--- src/rtl/uart_boot_pkg.sv ---
// Shared types and byte constants for the UART boot loader.
package uart_boot_pkg;

  typedef enum logic [2:0] {
    ST_IDLE,
    ST_LEN_LO,
    ST_LEN_HI,
    ST_DATA,
    ST_CSUM,
    ST_ACK
  } boot_state_t;

  typedef enum logic [1:0] {
    RX_IDLE,
    RX_START,
    RX_BITS,
    RX_STOP
  } rx_state_t;

  localparam logic [7:0] SYNC_BYTE = 8'hA5;
  localparam logic [7:0] ACK_OK    = 8'h4B;
  localparam logic [7:0] ACK_ERR   = 8'h45;

endpackage

--- src/rtl/uart_rx_core.sv ---
// 8N1 UART receiver: 2-FF synchroniser, mid-bit sampling, glitch-rejecting start check.
// byte_vld pulses one cycle after the mid-stop-bit sample; frame_err qualifies that pulse.
module uart_rx_core
  import uart_boot_pkg::*;
#(
  parameter int CLKS_PER_BIT = 217
) (
  input  logic       clk,
  input  logic       reset,
  input  logic       rx,
  output logic       byte_vld,
  output logic [7:0] byte_dat,
  output logic       frame_err
);

  localparam int CW = $clog2(CLKS_PER_BIT + 1);
  localparam logic [CW-1:0] HALF = CW'(CLKS_PER_BIT / 2 - 1);
  localparam logic [CW-1:0] FULL = CW'(CLKS_PER_BIT - 1);

  logic          rx_meta, rx_sync, rx_prev;
  rx_state_t     state, state_nxt;
  logic [CW-1:0] cnt;
  logic [2:0]    bit_idx;
  logic [7:0]    shreg;
  logic          tick_half, tick_full;
  logic          done_nxt, ferr_nxt;

  assign tick_half = (cnt == HALF);
  assign tick_full = (cnt == FULL);

  always_ff @(posedge clk or posedge reset) begin
    if (reset) begin
      rx_meta <= 1'b1;
      rx_sync <= 1'b1;
      rx_prev <= 1'b1;
    end else begin
      rx_meta <= rx;
      rx_sync <= rx_meta;
      rx_prev <= rx_sync;
    end
  end

  always_ff @(posedge clk or posedge reset) begin
    if (reset) state <= RX_IDLE;
    else       state <= state_nxt;
  end

  always_comb begin
    state_nxt = state;
    case (state)
      RX_IDLE:  if (rx_prev && !rx_sync) state_nxt = RX_START;
      // a start bit that is high again at half-bit was only a glitch
      RX_START: if (tick_half) state_nxt = rx_sync ? RX_IDLE : RX_BITS;
      RX_BITS:  if (tick_full && bit_idx == 3'd7) state_nxt = RX_STOP;
      RX_STOP:  if (tick_full) state_nxt = RX_IDLE;
      default:  state_nxt = RX_IDLE;
    endcase
  end

  always_comb begin
    done_nxt = (state == RX_STOP) && tick_full;
    ferr_nxt = done_nxt && !rx_sync;
  end

  always_ff @(posedge clk or posedge reset) begin
    if (reset) begin
      cnt       <= '0;
      bit_idx   <= '0;
      shreg     <= '0;
      byte_vld  <= 1'b0;
      byte_dat  <= '0;
      frame_err <= 1'b0;
    end else begin
      if (state == RX_IDLE || state != state_nxt || (state == RX_BITS && tick_full))
        cnt <= '0;
      else
        cnt <= cnt + 1'b1;
      if (state == RX_START)
        bit_idx <= '0;
      else if (state == RX_BITS && tick_full)
        bit_idx <= bit_idx + 1'b1;
      if (state == RX_BITS && tick_full)
        shreg <= {rx_sync, shreg[7:1]};
      byte_vld  <= done_nxt;
      frame_err <= ferr_nxt;
      if (done_nxt) byte_dat <= shreg;
    end
  end

endmodule

--- src/rtl/uart_boot_loader.sv ---
// Receives a framed image over UART, writes it to instruction memory, holds the CPU
// in reset while loading and replies 'K' or 'E'. mem_we follows the 4th byte by one cycle.
module uart_boot_loader
  import uart_boot_pkg::*;
#(
  parameter int  CLOCK_FREQ     = 25000000,
  parameter int  BIT_RATE       = 115200,
  parameter int  MEMORY_SIZE    = 2048,
  parameter int  TIMEOUT_CYCLES = 2500000,
  localparam int WORDS          = MEMORY_SIZE / 4,
  localparam int AW             = $clog2(WORDS)
) (
  input  logic          clk,
  input  logic          reset,
  input  logic          rx,
  output logic          tx,
  output logic          mem_we,
  output logic [AW-1:0] mem_addr,
  output logic [31:0]   mem_wdata,
  output logic          cpu_reset_o,
  output logic          busy,
  output logic          load_ok,
  output logic          load_err
);

  localparam int CLKS_PER_BIT = CLOCK_FREQ / BIT_RATE;
  localparam int CW = $clog2(CLKS_PER_BIT + 1);
  localparam int TW = $clog2(TIMEOUT_CYCLES + 1);
  localparam logic [CW-1:0] BIT_LAST  = CW'(CLKS_PER_BIT - 1);
  localparam logic [TW-1:0] TO_LAST   = TW'(TIMEOUT_CYCLES - 1);
  localparam logic [15:0]   MAX_WORDS = 16'(WORDS);

  logic          rx_vld, rx_ferr, byte_ok;
  logic [7:0]    rx_dat;
  boot_state_t   state, state_nxt;
  logic          ack_good, ack_good_nxt;
  logic [7:0]    len_lo;
  logic [15:0]   len_rx;
  logic [AW-1:0] last_idx, word_idx;
  logic [1:0]    byte_idx;
  logic [23:0]   word_buf;
  logic [7:0]    csum;
  logic [TW-1:0] to_cnt;
  logic          in_frame, timeout;
  logic          tx_active, tx_done;
  logic [CW-1:0] tx_cnt;
  logic [3:0]    tx_bit;
  logic [8:0]    tx_shift;
  logic          wr_fire, frame_start, ack_done;

  uart_rx_core #(.CLKS_PER_BIT(CLKS_PER_BIT)) u_rx (
    .clk       (clk),
    .reset     (reset),
    .rx        (rx),
    .byte_vld  (rx_vld),
    .byte_dat  (rx_dat),
    .frame_err (rx_ferr)
  );

  // framing errors never count as activity, so they cannot hold off the timeout
  assign byte_ok  = rx_vld & ~rx_ferr;
  assign len_rx   = {rx_dat, len_lo};
  assign in_frame = (state == ST_LEN_LO) || (state == ST_LEN_HI) ||
                    (state == ST_DATA)   || (state == ST_CSUM);
  assign timeout  = in_frame && !byte_ok && (to_cnt == TO_LAST);
  assign tx_done  = tx_active && (tx_cnt == BIT_LAST) && (tx_bit == 4'd9);

  always_ff @(posedge clk or posedge reset) begin
    if (reset) begin
      state    <= ST_IDLE;
      ack_good <= 1'b0;
    end else begin
      state    <= state_nxt;
      ack_good <= ack_good_nxt;
    end
  end

  always_comb begin
    state_nxt    = state;
    ack_good_nxt = ack_good;
    case (state)
      ST_IDLE:   if (byte_ok && rx_dat == SYNC_BYTE) state_nxt = ST_LEN_LO;
      ST_LEN_LO: if (byte_ok) state_nxt = ST_LEN_HI;
      ST_LEN_HI: if (byte_ok) begin
        if (len_rx > MAX_WORDS) begin
          state_nxt    = ST_ACK;
          ack_good_nxt = 1'b0;
        end else if (len_rx == 16'd0) begin
          state_nxt = ST_CSUM;
        end else begin
          state_nxt = ST_DATA;
        end
      end
      ST_DATA:   if (byte_ok && byte_idx == 2'd3 && word_idx == last_idx) state_nxt = ST_CSUM;
      ST_CSUM:   if (byte_ok) begin
        state_nxt    = ST_ACK;
        ack_good_nxt = (rx_dat == csum);
      end
      ST_ACK:    if (tx_done) state_nxt = ST_IDLE;
      default:   state_nxt = ST_IDLE;
    endcase
    if (timeout) begin
      state_nxt    = ST_ACK;
      ack_good_nxt = 1'b0;
    end
  end

  always_comb begin
    wr_fire     = (state == ST_DATA) && byte_ok && (byte_idx == 2'd3);
    frame_start = (state == ST_IDLE) && byte_ok && (rx_dat == SYNC_BYTE);
    ack_done    = (state == ST_ACK) && tx_done;
  end

  always_ff @(posedge clk or posedge reset) begin
    if (reset) begin
      to_cnt   <= '0;
      len_lo   <= '0;
      last_idx <= '0;
      word_idx <= '0;
      byte_idx <= '0;
      word_buf <= '0;
      csum     <= '0;
    end else begin
      to_cnt <= (!in_frame || byte_ok) ? '0 : to_cnt + 1'b1;
      if (frame_start) begin
        word_idx <= '0;
        byte_idx <= '0;
        csum     <= '0;
      end
      if (state == ST_LEN_LO && byte_ok) len_lo <= rx_dat;
      if (state == ST_LEN_HI && byte_ok) last_idx <= AW'(len_rx - 16'd1);
      if (state == ST_DATA && byte_ok) begin
        csum     <= csum + rx_dat;
        byte_idx <= byte_idx + 1'b1;
        case (byte_idx)
          2'd0:    word_buf[7:0]   <= rx_dat;
          2'd1:    word_buf[15:8]  <= rx_dat;
          2'd2:    word_buf[23:16] <= rx_dat;
          default: word_idx        <= word_idx + 1'b1;
        endcase
      end
    end
  end

  // CPU reset is only released after the 'K' stop bit has left the pin
  always_ff @(posedge clk or posedge reset) begin
    if (reset) begin
      mem_we      <= 1'b0;
      mem_addr    <= '0;
      mem_wdata   <= '0;
      busy        <= 1'b0;
      cpu_reset_o <= 1'b1;
      load_ok     <= 1'b0;
      load_err    <= 1'b0;
    end else begin
      mem_we <= wr_fire;
      if (wr_fire) begin
        mem_addr  <= word_idx;
        mem_wdata <= {rx_dat, word_buf};
      end
      if (frame_start) begin
        busy        <= 1'b1;
        cpu_reset_o <= 1'b1;
        load_ok     <= 1'b0;
        load_err    <= 1'b0;
      end else if (ack_done) begin
        busy <= 1'b0;
        if (ack_good) begin
          cpu_reset_o <= 1'b0;
          load_ok     <= 1'b1;
        end else begin
          load_err <= 1'b1;
        end
      end
    end
  end

  always_ff @(posedge clk or posedge reset) begin
    if (reset) begin
      tx        <= 1'b1;
      tx_active <= 1'b0;
      tx_cnt    <= '0;
      tx_bit    <= '0;
      tx_shift  <= '1;
    end else if (!tx_active) begin
      if (state == ST_ACK) begin
        tx        <= 1'b0;
        tx_active <= 1'b1;
        tx_cnt    <= '0;
        tx_bit    <= '0;
        tx_shift  <= {1'b1, ack_good ? ACK_OK : ACK_ERR};
      end
    end else if (tx_cnt == BIT_LAST) begin
      tx_cnt <= '0;
      if (tx_bit == 4'd9) begin
        tx_active <= 1'b0;
      end else begin
        tx       <= tx_shift[0];
        tx_shift <= {1'b1, tx_shift[8:1]};
        tx_bit   <= tx_bit + 1'b1;
      end
    end else begin
      tx_cnt <= tx_cnt + 1'b1;
    end
  end

endmodule

--- config.mk ---
export PLATFORM = sky130hd
export DESIGN_NAME = uart_boot_loader
export DESIGN_NICKNAME = d
export VERILOG_FILES = /design/src/rtl/uart_boot_pkg.sv /design/src/rtl/uart_rx_core.sv /design/src/rtl/uart_boot_loader.sv
export SDC_FILE = /design/constraint.sdc
export NUM_CORES = 1
export LEC_CHECK = 0
export CORE_UTILIZATION = 48
export CTS_CLUSTER_DIAMETER = 40
export DETAILED_ROUTE_END_ITERATION = 6
export PLACE_DENSITY = 0.69
export SYNTH_ARGS = -nofsm -noshare
export SYNTH_HDL_FRONTEND = slang
export SYNTH_SLANG_ARGS = --single-unit
--- constraint.sdc ---
create_clock -name clk -period 6.3 [get_ports clk]
set_input_delay 0.945 -clock clk [delete_from_list [all_inputs] [get_ports clk]]
set_output_delay 0.945 -clock clk [all_outputs]
set_load 0.05 [all_outputs]
### Word level (Yosys, flattened, before mapping)

Cells that the tools add are included.

| storage, ports and cells | value |
|---|---|
| register bits after elaboration | 189 |
| input port bits | 3 |
| output and inout port bits | 47 |
| logic and storage cells | 186 |

| operators by class | value |
|---|---|
| $add $sub $neg | 9 |
| magnitude comparators | 1 |
| eq/ne operators | 31 |
| multiplexer cells | 63 |
| bitwise operators | 2 |
| reduce and logical (&&, ||, !) cells | 47 |

Operator list:

| kind | number |
|---|---|
| $mux 9 | 7 |
| $mux 8 | 6 |
| $mux 3 | 11 |
| $eq 8x8->1 const B | 3 |
| $mux 1 | 23 |
| $add 22x1->22 const B | 1 |
| $eq 22x22->1 const B | 1 |
| $mux 22 | 1 |
| $mux 4 | 5 |
| $logic_and 1x1->1 | 19 |
| $ne 3x3->1 const B | 6 |
| $pmux 3 s6 | 1 |
| $add 8x1->8 const B | 2 |
| $gt 16x10->1 const B | 1 |
| $logic_not 16->1 | 1 |
| $mux 2 | 7 |
| $reduce_and 2->1 | 5 |
| $reduce_bool 2->1 | 5 |
| $add 9x1->9 const B | 1 |
| $eq 3x3->1 const B | 3 |
| $eq 9x9->1 | 1 |
| $sub 9x1->9 const B | 1 |
| $add 8x8->8 | 1 |
| $eq 2x2->1 const B | 4 |
| 26 further kinds | 37 |

### Longest topological paths before layout

Gate-level depths: netlist of run 1.

| depth | value |
|---|---|
| depth in word-level cells | 8 |
| depth in mapped cells | 11 |
| mapped depth without buffers | 8 |

### By module

Synthesis of run 1 repeated with hierarchy kept, for this count alone.

| second synthesis, totals | value |
|---|---|
| cell total of the unflattened synthesis | 745 |
| area total of the unflattened synthesis | 8604.5 um2 |

Modules (own cells, without submodules):

| module | times used | cells an instance | area an instance (um2) | seq. area each (um2) |
|---|---|---|---|---|
| uart_boot_loader | 1 | 630 | 7089.3 | 3866.2 |
| uart_rx_core | 1 | 115 | 1515.2 | 854.6 |

### Worst setup path after synthesis of run 1

OpenSTA, ideal clock, no wires.

| timing path | value |
|---|---|
| path type | register to register |
| start | reg u_rx.byte_dat[4] |
| end | reg csum[7] |
| setup time | 0.087 ns |
| data arrival time | 1.952 ns |
| data required time | 6.213 ns |
| setup slack | 4.262 ns |
| stages on the path, launching flop included | 8 |
| path buffers | 0 |
| clock period less this slack | 2.038 ns |
| cell sequence | dfrtp_1 -> ha_1 -> and3_1 -> a221oi_1 -> a21oi_1 -> xnor2_1 -> or3_1 -> o211ai_1 |

| between the ends | value |
|---|---|
| word-level cells in the longest chain between the ends | 3 |
| elaborated cells between the ends (all ways) | 5 |
| those cells by class | add/sub (1); eq/ne (1); mux (1); reduce/logical (2) |

Ends and longest elaborated chain:

| item | line | source |
|---|---|---|
| start: declaration | uart_rx_core.sv:12 | `output logic [7:0] byte_dat,` |
| start signal: assignment | uart_rx_core.sv:86 | `if (done_nxt) byte_dat <= shreg;` |
| branches (longest 3 deep; another with $add 8x8->8) | -- |  |
| end signal: assignment | uart_boot_loader.sv:133 | `csum <= csum + rx_dat;` |
| end: declaration | uart_boot_loader.sv:42 | `logic [7:0] csum;` |

Several ways; the timed one is not identified.
A chain may end at the register's enable or synchronous reset.

### Final worst setup path of run 1

| timing path | value |
|---|---|
| start | reg cpu_reset_o |
| end | out cpu_reset_o |

RTL lines:

| item | line | source |
|---|---|---|
| start: declaration | uart_boot_loader.sv:20 | `output logic cpu_reset_o,` |
| start signal: assignment | uart_boot_loader.sv:152 | `cpu_reset_o <= 1'b1;` |
| start signal: assignment | uart_boot_loader.sv:163 | `cpu_reset_o <= 1'b1;` |
| start signal: assignment | uart_boot_loader.sv:169 | `cpu_reset_o <= 1'b0;` |

No word-level cell between the ends.

==> out/metrics.cfg, run 1 <==
[flow_run]
max_cap_viol_count = 0

[clocking]
root_buffer = clkbuf_16
postCtsHoldBufs = 0
cts_tree = yes
post-cts-setup-buffers = 0
clk_latency_ns = 0.44
numCtsBuffers = 17
cts.sinks = 188
post_cts_resize_count = 0
max-clock-path-buffers = 2
htreeDepth = 4
clk_pin_slew_ns = 0.08

[synthesis]
synth.area.top_cells = dfrtp_1 (51%), mux2_2 (11%), dfstp_2 (4.0%)
synthArstFlopShare_pct = 100
synth_top_area_cell = dfrtp_1
syn_nets = 788
ys_ff_latch = 188
ys_warn_count = 0
synth_cells = 761
synth_ff_type = dfrtp_1
synth_edf_count = 0
syn_avg_cell_area_um2 = 11.3
seq_area_frac_synth_pct = 54.7
synth.distinct_cells = 56
synth.cell_area_um2 = 8630
synth_top_area_share_pct = 50.8

[detailed_routing]
drc = 0
viasPerCell = 5.52
dr.first_iter.drc_count = 260
route.vias.total = 5757
wl_per_cell_um = 15.9
wl_mm = 16.5
dr.pass1.iters = 4
antenna_left = 0

[global_routing]
overflow = 0
grt_max_degree = 71
grt_use_total_pct = 19.7
antenna_found_initial = 0
grt_pass1_vias = 5757
grt_first_pass_wirelength_mm = 28.5

[layout]
drive_gt1_share_pct = 18.0
n_antenna_cell = 0
syn2layout_area_growth_pct = 14.4
fillers = 1428
finalNetCount = 831
finish.utilization_pct = 56.7

[critical_path]
max_stage_delay_ns = 0.79
cp_max_fo = 2
crit_type = register to primary output
cp-start-kind = register
worst-path-buf-inv = 1
worstPathRequired_ns = 5.35
path_cells = clkdlybuf4s50_1
crit_family = buffers and inverters
critical-path-slowest-cell = clkdlybuf4s50_1
cp.arrival_ns = 1.76
end_kind = primary output

[pwr]
p_sw_w = 0.000601
power.density_nw_per_um2 = 243
clkPwrFrac_pct = 44.2
p_leak_nw = 4.55
intPower_w = 0.00180
seqPwrFrac_pct = 52.5
max-vdd-ir-drop_v = 0.000180
comb_power_share_pct = 3.3
p_sw_share_pct = 25.1

[sta]
finClkSkew_ns = 0.0111
report.final.slew_viol_count = 0
setup_viol = 0
worst_pin_slew_ns = 1.06
fin_ws_ns = 3.59
slew-limit-headroom_pct = 29.4
rsz0062_at_grt = false
hold_viol_final = 0
max_freq_mhz = 369
totalNegativeSetupSlack_ns = 0
post-route-period-util_pct = 43.0
fin_crit_ns = 2.71

[floorplan]
io_pins = 50
start_util_pct = 49.5
die_w_um = 136
core_um2 = 17400
dieArea_um2 = 18500
die_h_um = 136
rows = 48

[placed_design]
detailed_place_hpwl_mm = 11.0
dp_slack_ns = 3.52
io_buffers = 49
gp_congestion = 0.795

[outcome]
status = completed

[min_path]
min-delay-path-class = register to register

## power by group through the flow
stage | Combinational (W) | Sequential [W] | Clock [W]
after floorplan | 0.0000640 | 0.00127 | 0
after global placement | 0.0000767 | 0.00128 | 0
after detailed placement | 0.0000807 | 0.00128 | 0
after CTS | 0.0000819 | 0.00126 | 0.00109
after global routing | 0.0000933 | 0.00126 | 0.00114
final | 0.0000791 | 0.00126 | 0.00106
## registers in the layout (all words and copies together), names as in the netlist, 3 cells and up
signal and count:
mem_wdata 32, word_buf 24, to_cnt 22, last_idx 9
mem_addr 9, word_idx 9, csum 8, len_lo 8
tx_cnt 8, tx_shift 8, u_rx.byte_dat 8, u_rx.cnt 8
u_rx.shreg 8, tx_bit 4, state 3, u_rx.bit_idx 3
## final timing paths
check,start,cells past startpoint,slack [ns],endpoint
worst min register to register,u_rx.rx_meta$_DFF_PP1_,0,0.36,u_rx.rx_sync$_DFF_PP1_
worst max-delay path,cpu_reset_o$_DFFE_PP1P_,1,3.59,cpu_reset_o
max in group asynchronous,reset,3,4.11,len_lo[3]$_DFFE_PP0P_
worst max register to register,state[0]$_DFFE_PP0P_,6,3.68,state[0]$_DFFE_PP0P_
worst min-delay path,u_rx.rx_meta$_DFF_PP1_,0,0.36,u_rx.rx_sync$_DFF_PP1_
min in group asynchronous,reset,2,0.97,u_rx.byte_dat[6]$_DFFE_PP0P_
## per-stage QoR
step | total power (W) | area [µm²] | std cells | hold slack [ns]
6_report | 0.00240 | 9870 | 1042 | 0.359
5_1_grt | 0.00249 | 9870 | 1042 | 0.361
4_1_cts | 0.00243 | 9870 | 1042 | 0.360
3_5_place_dp | 0.00136 | 9270 | 1010 | 0.349
3_3_place_gp | 0.00135 | 9270 | 1010 | 0.347
2_1_floorplan | 0.00134 | 8630 | 761 | 0.345
## placed cells by master (no fill, tap or decap), types with 8 or more instances in the layout
cell	Yosys	layout
inv_1	18	17
o21ai_0	27	27
nand2b_1	8	8
xor2_1	33	33
a21oi_1	23	23
mux2_2	83	83
nor2_1	74	74
a31oi_1	9	9
dfstp_2	13	13
nand2_1	76	76
nor4_1	11	11
nand4_1	16	16
clkdlybuf4s50_1	0	49
ha_1	23	23
nor3_1	8	8
xnor2_1	22	22
clkbuf_16	0	17
dfrtp_1	175	175
nand3_1	33	33
o22ai_1	11	11
## per-layer routing
layer / vias up / GRT usage, % / wire length, µm
met2: 83 / 32.7 / 8320
met4: 0 / 7.41 / 226
met1: 2907 / 25.6 / 7570
met3: 18 / 3.88 / 417
met5: - / 0 / 0
li1: 2749 / - / -
## cells in the mapped netlist (3+ instances only)
master	instances
o22ai_1	11
and4_1	3
and3_1	6
nor2_1	74
nand2b_1	8
o31ai_1	4
xor2_1	33
nor2b_1	4
or3_1	5
nand2_1	76
nor4_1	11
nor4b_1	4
inv_1	18
a21o_1	5
nand3_1	33
xnor2_1	22
mux2_2	83
buf_6	3
mux2_4	6
nor3_1	8
clkbuf_1	13
o21ai_0	27
a31oi_1	9
mux2i_1	3
nand4b_1	3
buf_2	10
a21oi_1	23
ha_1	23
nand4_1	16
dfrtp_1	175
dfstp_2	13
## final cells by class
class                   count  area, µm²  share of cell area, %
repair buffers             52        513                   5.20
flip-flops and latches    188       4720                   47.8
clock buffers              17        425                   4.31
clock inverters            15        178                   1.80
well taps                 225        282                   2.85
multi-input cells         527       3680                   37.3
inverters                  18       72.6                  0.735
## kinds of logic after synthesis
kind of cell	count (synthesis)	synth area share, %
AO/OA/AOI/OAI	88	5.95
flip-flops	188	54.7
AND/OR/NAND/NOR	267	15.2
XOR/XNOR	55	5.58
adder cells (fa/ha/maj)	25	3.68
buffers and inverters	46	2.67
multiplexers	92	12.2
Power figures use the tool's default switching activity.
==> inputs of run 2 (changes only) <==
- PLACE_DENSITY: 0.69 -> 0.66
- clock period: 6.3 -> 2.8 ns (I/O delays scaled with it)
==> run 2 against run 1 <==
  * Wire length up 4.7%
  * Critical path depth increased by 7
  * Die area is the same
  * First-iteration DRC count down 3.5%
  * Sequential share of layout area is 0.73 points lower
  * Via count up 0.40%
  * Critical path type is now register to register
  * Largest cell class unchanged
==> out/metrics.cfg, run 2 (synthesis gave the netlist of run 1 again) <==
[floorplan]
dieArea_um2 = 18500  ; unchanged
start_util_pct = 49.5  ; unchanged
core_um2 = 17400  ; unchanged
die_h_um = 136  ; unchanged
die_w_um = 136  ; unchanged
io_pins = 50  ; unchanged
rows = 48  ; unchanged

[global_routing]
overflow = 0  ; unchanged
grt_use_total_pct = 20.8  ; +1.0 points
antenna_found_initial = 0  ; unchanged
grt_first_pass_wirelength_mm = 29.6  ; +4.0%
grt_max_degree = 55  ; -23%
grt_pass1_vias = 5919  ; +2.8%

[sta]
setup_viol = 0  ; unchanged
rsz0062_at_grt = false
post-route-period-util_pct = 84.5
worst_pin_slew_ns = 0.662  ; -0.393 ns
hold_viol_final = 0  ; unchanged
fin_ws_ns = 0.435  ; -3.16 ns
fin_crit_ns = 2.36
finClkSkew_ns = 0.0168  ; +0.00566 ns
report.final.slew_viol_count = 0  ; unchanged
max_freq_mhz = 423
slew-limit-headroom_pct = 55.9  ; +26 points

[layout]
finalNetCount = 841  ; +1.2%
n_antenna_cell = 0  ; unchanged
final_cell_mix = dfrtp_1 (175), mux2_2 (83), nand2_1 (76)
syn2layout_area_growth_pct = 16.2
top_register = mem_wdata
fillers = 1459  ; +2.2%
drive_gt1_share_pct = 19.0  ; +0.99 points
largest_register_ffs = 32  ; unchanged
regArea_um2 = 4720  ; unchanged
multiInputGateArea_um2 = 3680  ; unchanged
mostFrequentLayoutCell = dfrtp_1
stdcell_area_um2 = 10000  ; +1.6%
top_regs = mem_wdata: 32 flops, word_buf: 24 flops, to_cnt: 22 flops

[detailed_routing]
wl_per_cell_um = 16.4  ; +3.7%
viasPerCell = 5.49  ; -0.55%
antenna_left = 0  ; unchanged
wl_met1_mm = 8.05  ; +6.4%
dr_wl_met2_mm = 8.63  ; +3.8%
dr.pass1.iters = 5  ; +1
wl_mm = 17.3  ; +4.7%
drc = 0  ; unchanged
dr.first_iter.drc_count = 251  ; -3.5%
route.met3.wl_um = 429  ; +2.9%
highest_layer = met4
route.vias.total = 5780  ; +0.40%

[critical_path]
worst-path-buf-inv = 0  ; -1
crit_type = register to register
end_kind = register
path_cells = ha_1 > fa_1 > a21o_1 > a21oi_1 > nor2b_1 > nor2_1 > nor4b_1 > or3b_1
timing.rr.start = u_rx.byte_dat[0]$_DFFE_PP0P_
cp.arrival_ns = 2.68  ; +0.92 ns
crit_family = adder cells
crit_start = u_rx.byte_dat[0]$_DFFE_PP0P_
cp_max_fo = 10  ; +8
cp-start-kind = register
worstPathRequired_ns = 3.11  ; -2.24 ns
critical-path-slowest-cell = dfrtp_1
max_stage_delay_ns = 0.51  ; -0.28 ns

[placed_design]
io_buffers = 49  ; unchanged
detailed_place_hpwl_mm = 11.9  ; +7.4%
placed_area_um2 = 9390  ; +1.3%
dp_slack_ns = 0.478  ; -3.04 ns
gp_congestion = 0.816  ; +2.6%

[clocking]
postCtsHoldBufs = 0  ; unchanged
clk_latency_ns = 0.45  ; about the same
htreeDepth = 4  ; unchanged
post-cts-setup-buffers = 0  ; unchanged
cts_tree = yes
clk_pin_slew_ns = 0.08  ; about the same
numCtsBuffers = 17  ; unchanged
root_buffer = clkbuf_16
max-clock-path-buffers = 2  ; unchanged
post_cts_resize_count = 0  ; unchanged
cts.sinks = 188  ; unchanged

[pwr]
comb_power_share_pct = 3.4  ; about the same
p_leak_nw = 4.63  ; +1.7%
p_total_w = 0.00550  ; +130%
p_sw_share_pct = 25.8  ; +0.73 points
power.density_nw_per_um2 = 549  ; +130%
max-vdd-ir-drop_v = 0.000441  ; +150%
intPower_w = 0.00408  ; +130%
seqPwrFrac_pct = 51.4  ; -1.1 points
clkPwrFrac_pct = 45.3  ; +1.1 points
p_sw_w = 0.00142  ; +140%

[outcome]
status = completed

[flow_run]
max_cap_viol_count = 0  ; unchanged

[min_path]
min-delay-path-class = register to register
hp-start = u_rx.rx_meta$_DFF_PP1_

## run 2: cell count changes in the layout (fill, tap and decap cells not counted)
| cell | previous run | this run |
|---|---|---|
| buf_4 | 3 | 9 |
| inv_8 | 3 | 4 |
| clkinv_2 | 1 | 0 |
| inv_12 | 0 | 3 |
| inv_6 | 3 | 0 |
| buf_12 | 0 | 4 |
## run 2: worst reg2reg max path, delay by kind of cell, from the launching register on
family / cells / cell delay (ns)
fa+ha+maj: 2 / 0.70
flops: 1 / 0.51
compound gates: 2 / 0.39
simple gates: 4 / 0.64
## run 2: routing by layer
layer  vias up  global-route usage (%)
met5         -                       0
met4         0                    6.60
met3        17                    4.03
met2        77                    34.7
met1      2913                    27.1
li1       2773                       -
## run 2: layout make-up
| cell class | instances | area share (%) |
|---|---|---|
| Sequential cell | 188 | 47.1 |
| Multi-Input combinational cell | 527 | 36.7 |
| Timing Repair Buffer | 62 | 6.36 |
| Clock buffer | 17 | 4.24 |
| Tap cell | 225 | 2.81 |
| Clock inverter | 15 | 2.07 |
| Inverter | 18 | 0.711 |
## run 2: power groups by stage
stage / registers [W] / clock network (W) / logic (W)
floorplan: 0.00286 / 0 / 0.000144
global placement: 0.00288 / 0 / 0.000182
detailed placement: 0.00288 / 0 / 0.000190
CTS: 0.00283 / 0.00256 / 0.000192
global route: 0.00284 / 0.00266 / 0.000219
finish: 0.00283 / 0.00249 / 0.000184
## run 2: final timing paths
kind	to	depth (start not counted)	slack [ns]
hold reg to reg	u_rx.rx_sync$_DFF_PP1_	0	0.36
setup / recovery	csum[6]$_DFFE_PP0P_	8	0.44
hold / removal	u_rx.rx_sync$_DFF_PP1_	0	0.36
setup reg to reg	csum[6]$_DFFE_PP0P_	8	0.44
min in group asynchronous	mem_wdata[1]$_DFFE_PP0P_	2	0.39
max in group asynchronous	u_rx.rx_meta$_DFF_PP1_	3	1.70
## run 2: per-stage QoR
stage               TNS (ns)  instances  util (%)  hold WS [ns]
floorplan              -5.23        761         -         0.345
global placement           0       1020      53.9         0.348
detailed placement         0       1020      53.9         0.352
CTS                        0       1052      57.6         0.357
global route               0       1052      57.6         0.369
finish                     0       1052      57.6         0.364
